### config.mk
export PLATFORM = sky130hd
export DESIGN_NAME = sha256_compress
export DESIGN_NICKNAME = d
export VERILOG_FILES = /design/src/rtl/sha256_pkg.sv /design/src/rtl/sha256_msg_sched.sv /design/src/rtl/sha256_compress.sv
export SDC_FILE = /design/constraint.sdc
export NUM_CORES = 2
export LEC_CHECK = 0
export ABC_AREA = 1
export BUFFER_PORTS_ARGS = -buffer_cell sky130_fd_sc_hd__clkbuf_2
export CELL_PAD_IN_SITES_DETAIL_PLACEMENT = 1
export CELL_PAD_IN_SITES_GLOBAL_PLACEMENT = 1
export CORE_MARGIN = 2
export CORE_UTILIZATION = 40
export DETAILED_ROUTE_END_ITERATION = 8
export GPL_TIMING_DRIVEN = 0
export MAX_ROUTING_LAYER = met4
export PLACE_DENSITY_LB_ADDON = 0.2
export SYNTH_ARGS = -nofsm -noshare
export SYNTH_HDL_FRONTEND = slang
export SYNTH_SLANG_ARGS = --single-unit
### constraint.sdc
create_clock -name i_clk -period 7.5 [get_ports i_clk]
set_input_delay 0.375 -clock i_clk [delete_from_list [all_inputs] [get_ports i_clk]]
set_output_delay 0.375 -clock i_clk [all_outputs]
set_load 0.005 [all_outputs]
### src/rtl/sha256_pkg.sv
// SHA-256 shared definitions: FSM state encoding, initial hash value and
// the round/schedule mixing functions used by the compression engine.
package sha256_pkg;

    typedef enum logic [1:0] {
        ST_IDLE,
        ST_ROUND,
        ST_ADD,
        ST_DONE
    } state_t;

    localparam logic [255:0] SHA256_IV = {
        32'h6a09e667, 32'hbb67ae85, 32'h3c6ef372, 32'ha54ff53a,
        32'h510e527f, 32'h9b05688c, 32'h1f83d9ab, 32'h5be0cd19
    };

    function automatic logic [31:0] rotr(input logic [31:0] x, input int unsigned n);
        return (x >> n) | (x << (32 - n));
    endfunction

    function automatic logic [31:0] ch(input logic [31:0] x, input logic [31:0] y,
                                       input logic [31:0] z);
        return (x & y) ^ (~x & z);
    endfunction

    function automatic logic [31:0] maj(input logic [31:0] x, input logic [31:0] y,
                                        input logic [31:0] z);
        return (x & y) ^ (x & z) ^ (y & z);
    endfunction

    function automatic logic [31:0] big_s0(input logic [31:0] x);
        return rotr(x, 2) ^ rotr(x, 13) ^ rotr(x, 22);
    endfunction

    function automatic logic [31:0] big_s1(input logic [31:0] x);
        return rotr(x, 6) ^ rotr(x, 11) ^ rotr(x, 25);
    endfunction

    function automatic logic [31:0] small_s0(input logic [31:0] x);
        return rotr(x, 7) ^ rotr(x, 18) ^ (x >> 3);
    endfunction

    function automatic logic [31:0] small_s1(input logic [31:0] x);
        return rotr(x, 17) ^ rotr(x, 19) ^ (x >> 10);
    endfunction

endpackage

### src/rtl/sha256_msg_sched.sv
// SHA-256 message schedule: 16-word sliding window over W_t, loaded with the
// block and advanced one word per round. o_w is W_t for the current round.
module sha256_msg_sched
    import sha256_pkg::*;
(
    input  logic         i_clk,
    input  logic         i_rst_n,
    input  logic         i_load,
    input  logic         i_shift,
    input  logic [511:0] i_block,
    output logic [31:0]  o_w
);

    // Window word j (W_{t+j}) lives at win[15-j], so the block loads directly
    // with W0 in the top word and each shift moves words towards the top.
    logic [15:0][31:0] win;
    logic [31:0]       w_new;

    assign o_w = win[15];

    // Next schedule word from W_{t+14}, W_{t+9}, W_{t+1}, W_t
    always_comb begin
        w_new = small_s1(win[1]) + win[6] + small_s0(win[14]) + win[15];
    end

    // Window register: load on accept, shift once per round
    always_ff @(posedge i_clk or negedge i_rst_n) begin
        if (!i_rst_n) begin
            win <= '0;
        end else if (i_load) begin
            win <= i_block;
        end else if (i_shift) begin
            win <= {win[14:0], w_new};
        end
    end

endmodule

### src/rtl/sha256_compress.sv
// Iterative SHA-256 compression engine, one round per clock. The K constant
// for round o_coef_num comes back combinationally on i_coef_value.
// Optional feature macro: SHA256_CHAIN_EN (internal chaining with IV select
// via i_first instead of an external i_hash_in).
module sha256_compress
    import sha256_pkg::*;
#(
    parameter int ROUNDS = 64,
    parameter int CNT_W  = 7
) (
    input  logic             i_clk,
    input  logic             i_rst_n,
    input  logic             i_valid,
    output logic             o_ready,
    input  logic [511:0]     i_block,
`ifdef SHA256_CHAIN_EN
    input  logic             i_first,
`else
    input  logic [255:0]     i_hash_in,
`endif
    output logic [CNT_W-1:0] o_coef_num,
    input  logic [31:0]      i_coef_value,
    output logic             o_valid,
    input  logic             i_ready,
    output logic [255:0]     o_digest
);

    localparam logic [CNT_W-1:0] LAST_ROUND = CNT_W'(ROUNDS - 1);

    // Index 7 is a / H0 so the packed arrays line up with the 256-bit buses.
    state_t            state;
    logic [7:0][31:0]  work;
    logic [7:0][31:0]  hv;
    logic [7:0][31:0]  sum;
    logic [255:0]      chain;
    logic [31:0]       w_t;
    logic [31:0]       t1;
    logic [31:0]       t2;
    logic              accept;

    assign accept = o_ready && i_valid;

    sha256_msg_sched u_msg_sched (
        .i_clk   (i_clk),
        .i_rst_n (i_rst_n),
        .i_load  (accept),
        .i_shift (state == ST_ROUND),
        .i_block (i_block),
        .o_w     (w_t)
    );

    // Chaining input selection
    always_comb begin
`ifdef SHA256_CHAIN_EN
        chain = i_first ? SHA256_IV : o_digest;
`else
        chain = i_hash_in;
`endif
    end

    // Round temporaries and final per-word additions
    always_comb begin
        t1 = work[0] + big_s1(work[3]) + ch(work[3], work[2], work[1]) + i_coef_value + w_t;
        t2 = big_s0(work[7]) + maj(work[7], work[6], work[5]);
        for (int unsigned i = 0; i < 8; i++) begin
            sum[i] = hv[i] + work[i];
        end
    end

    // Control FSM with registered handshake, round index and digest
    always_ff @(posedge i_clk or negedge i_rst_n) begin
        if (!i_rst_n) begin
            state      <= ST_IDLE;
            o_ready    <= 1'b1;
            o_valid    <= 1'b0;
            o_coef_num <= '0;
            o_digest   <= '0;
            work       <= '0;
            hv         <= '0;
        end else begin
            case (state)
                ST_IDLE: begin
                    if (accept) begin
                        state      <= ST_ROUND;
                        o_ready    <= 1'b0;
                        o_coef_num <= '0;
                        work       <= chain;
                        hv         <= chain;
                    end
                end
                ST_ROUND: begin
                    work[7] <= t1 + t2;
                    work[6] <= work[7];
                    work[5] <= work[6];
                    work[4] <= work[5];
                    work[3] <= work[4] + t1;
                    work[2] <= work[3];
                    work[1] <= work[2];
                    work[0] <= work[1];
                    if (o_coef_num == LAST_ROUND) begin
                        state      <= ST_ADD;
                        o_coef_num <= '0;
                    end else begin
                        o_coef_num <= o_coef_num + CNT_W'(1);
                    end
                end
                ST_ADD: begin
                    hv       <= sum;
                    o_digest <= sum;
                    o_valid  <= 1'b1;
                    state    <= ST_DONE;
                end
                ST_DONE: begin
                    if (i_ready) begin
                        o_valid <= 1'b0;
                        o_ready <= 1'b1;
                        state   <= ST_IDLE;
                    end
                end
                default: begin
                    state   <= ST_IDLE;
                    o_ready <= 1'b1;
                    o_valid <= 1'b0;
                end
            endcase
        end
    end

endmodule
==> results.md <==
* Port-buffer cells at between 1000 and 1500
* Root buffer selected by CTS: clkbuf_16
* Crit-path max cell delay at 0.66 ns
* Status: complete, but fails checks
* Routing usage on met2 at 0.706
* CTS tree: built
* First-pass GRT wire length at 727000 µm
* Initial Util at 0.403
* Period utilization at 0.980
* Sink Count at around 1300
* Die W at 466 µm
* Tmin final at 7.35 ns
* Most used cell, CP: nand2_1
* Final setup skew at between 0.06 and 0.07 ns
* Number of max-cap violations at 3
* Layout area overhead at 27.2%
* WP data arrival at 8.11 ns
* RSZ-0062 raised after global routing: true
* Antenna-violating nets left at 0
* Grt ovf at 0
* Synth Warn # at 0
* Yosys cell types at 57
* Global route hottest layer: met2
* Most used DFF post-synth: dfrtp_1
* Asr flop ratio synth at 1.00
* CP Capture Type: flop
* Number of synthesized flops with an enable pin at 0
* GPL Wtd Cong at 1.09
* Cell Rows at around 170
* Die height at 466 µm
* Total core area at ~0.21 mm²
* F_max at about 0.14 GHz
* Post-DR wirelength/cell at 31.8 µm
* Slew @ Worst Pin at 1.58 ns
* Initial antenna violation count at 152
* Critical Path RT at between 8 and 9 ns
* Fillcell total at approximately 27000
* Register area at approximately 0.032 mm²
* I/O pin total at 1069
* CTS H-tree depth at 4
* Synth Register Bits at around 1300
* Final hold violation count at 0
* Nets at 14800
* Total CTS buffers at 155
* Syn Std Cell Area at 0.0855 mm²
* Worst Hold Class: in2reg
* Via density at 6.04
* Pre-antenna DRT Iters at 6
* Routed vias at 100000
* Clk_lat worst skew at 0.89 ns
* Die ar. at approximately 0.22 mm²
* Failing checks: capacitance limit, slew limit
* Met1 Usage GRT at 0.578
* Deepest clock path buffer count at 3
* Max_slew headroom at -0.0534
* Share of cells above drive strength 1 at 0.115
* Number of global-route vias before repair at 101000
* Hpwl dp at just over 400000 µm
* Mapped Nets at 12800
* Slowest CP cell: clkbuf_1
* Startpoint Class: flop
* DR iter-0 viols at around 12000
* Gr usage total at 0.478
* CP Class: reg2reg
* Largest net degree at the start of global routing at about 110
* Max-slew violations at 33
* Met3 GRT Util at 0.124
* Area of the multi-input gates at 0.0455 mm²
* Post-route DRC at 0
* Clock Pin Slew Worst Setup and Hold Paths at roughly 0.060 ns
* Post-route cell area at 0.109 mm²
* Endpoints failing setup at 0
* Sequential fraction of the synthesis area at 0.378
* Syn Inst Count at 11400
* Drt total wl at 527000 µm
* Worst-path fanout max at 7
* Cell Area, Placed at 0.0949 mm²
* Mean Syn Cell Area at 7.49 µm²
## cells in the mapped netlist, types with 64 or more instances
| cell type | instances | area [µm²] |
|---|---|---|
| a21oi_1 | 1086 | 5440 |
| a31oi_1 | 119 | 744 |
| buf_2 | 64 | 320 |
| clkbuf_1 | 442 | 1660 |
| dfrtp_1 | 1290 | 32300 |
| fa_1 | 195 | 3900 |
| ha_1 | 378 | 4730 |
| inv_1 | 1555 | 5840 |
| nand2_1 | 1983 | 7440 |
| nand3_1 | 339 | 1700 |
| nand4_1 | 72 | 450 |
| nor2_1 | 856 | 3210 |
| nor3_1 | 64 | 320 |
| o211ai_1 | 165 | 1240 |
| o21ai_0 | 2073 | 10400 |
| o21bai_1 | 84 | 631 |
| xnor2_1 | 152 | 1330 |
| xor2_1 | 173 | 1520 |
## layer usage
metal / vias up / share of wire
li1: 42000 / -
met1: 49700 / 0.38
met2: 6310 / 0.43
met3: 2069 / 0.11
met4: 0 / 0.085
met5: - / 0
## cells by family (layout without fill, tap and decap cells)
| logic type | after synthesis | after routing | synth area share |
|---|---|---|---|
| other cells | 0 | 183 | 0 |
| xor+xnor | 326 | 326 | 0.0335 |
| buf+inv | 2091 | 4222 | 0.0927 |
| flops | 1291 | 1291 | 0.378 |
| compound gates | 3734 | 3734 | 0.234 |
| fa+ha+maj | 573 | 573 | 0.101 |
| simple gates | 3403 | 3403 | 0.161 |
| mux | 1 | 1 | 0.000117 |
## worst max-delay path: cells and delay by family (launching register included)
family,cells,cell delay [ns]
fa+ha+maj,6,2.75
compound gates,5,1.27
simple gates,10,1.11
buf+inv,6,0.97
xor+xnor,2,0.78
flops,1,0.37
## registers in the layout (all words and copies together) (netlist names)
signal and count:
o_coef_num 7, state 2, o_valid 1, o_digest 256, u_msg_sched.win 480, work 256, u_msg_sched.o_w 32, hv 256
o_ready 1
## path summary, 6_finish.rpt
kind	startpoint	to	slack, ns	cells past startpoint
max in group asynchronous	i_rst_n	o_digest[177]	4.97	7
min in group asynchronous	i_rst_n	o_digest[47]	0.13	3
hold reg to reg	o_digest[155]	o_digest[155]	0.48	2
hold / removal	i_hash_in[25]	work[25]	0.05	3
setup reg to reg	work[99]	work[252]	0.15	29
setup / recovery	work[99]	work[252]	0.15	29
## layout by cell type, fill, tap and decap left out, drive strengths merged, types with 2 or more instances in the layout
cell	Yosys	routed
a31oi	119	119
clkinvlp	0	10
o21a	36	36
nand2	1993	1993
a21o	55	55
a31o	6	6
dlygate4sd3	0	761
clkbuf	443	1710
buf	85	112
and3	2	2
nor2	858	858
nor4	15	15
a21boi	33	33
xnor2	152	152
bufinv	0	20
inv	1562	1570
diode	0	183
nand4	72	72
o221ai	5	5
o2111ai	2	2
or2	15	15
o21ai	2096	2096
a21oi	1091	1091
nor3	67	67
clkinv	1	39
ha	378	378
nand3b	38	38
dfrtp	1290	1290
nand3	340	340
xor2	174	174
fa	195	195
o22ai	29	29
o21bai	85	85
o211ai	173	173
## metrics by stage
stage                      util  worst slack [ns]  instances  TNS, ns  hold slack, ns
after floorplan               -              1.69      11400        0          0.0794
after global placement    0.445            -27.25      15300        -           0.461
after detailed placement  0.447            -0.339      15300    -2.32           0.323
after CTS                 0.509           -0.0592      16400   -0.113        0.000168
after global routing      0.512           -0.0559      16500   -0.139          0.0663
final                     0.512             0.149      16600        0          0.0461
## final cells by class
type                            count  area share
Antenna cell                      183     0.00421
Clock inverter                     76      0.0104
Multi-Input combinational cell   8037       0.419
Sequential cell                  1291       0.297
Buffer                            528      0.0195
Clock buffer                      204      0.0400
Inverter                         1563      0.0539
Timing Repair Buffer             1851       0.124
Tap cell                         2821      0.0325
## repair_timing
item | in CTS | in global routing
hold endpoints to repair | 1309 | 0
hold buffers | 762 | 0
setup buffers | 0 | 4
gates resized for setup | 19 | 71
setup endpoints to repair | 15 | 18
pin swaps | 0 | 6
Power is not shown: default switching activity piles up to over one toggle a cycle in this logic, so the estimate is an artifact.
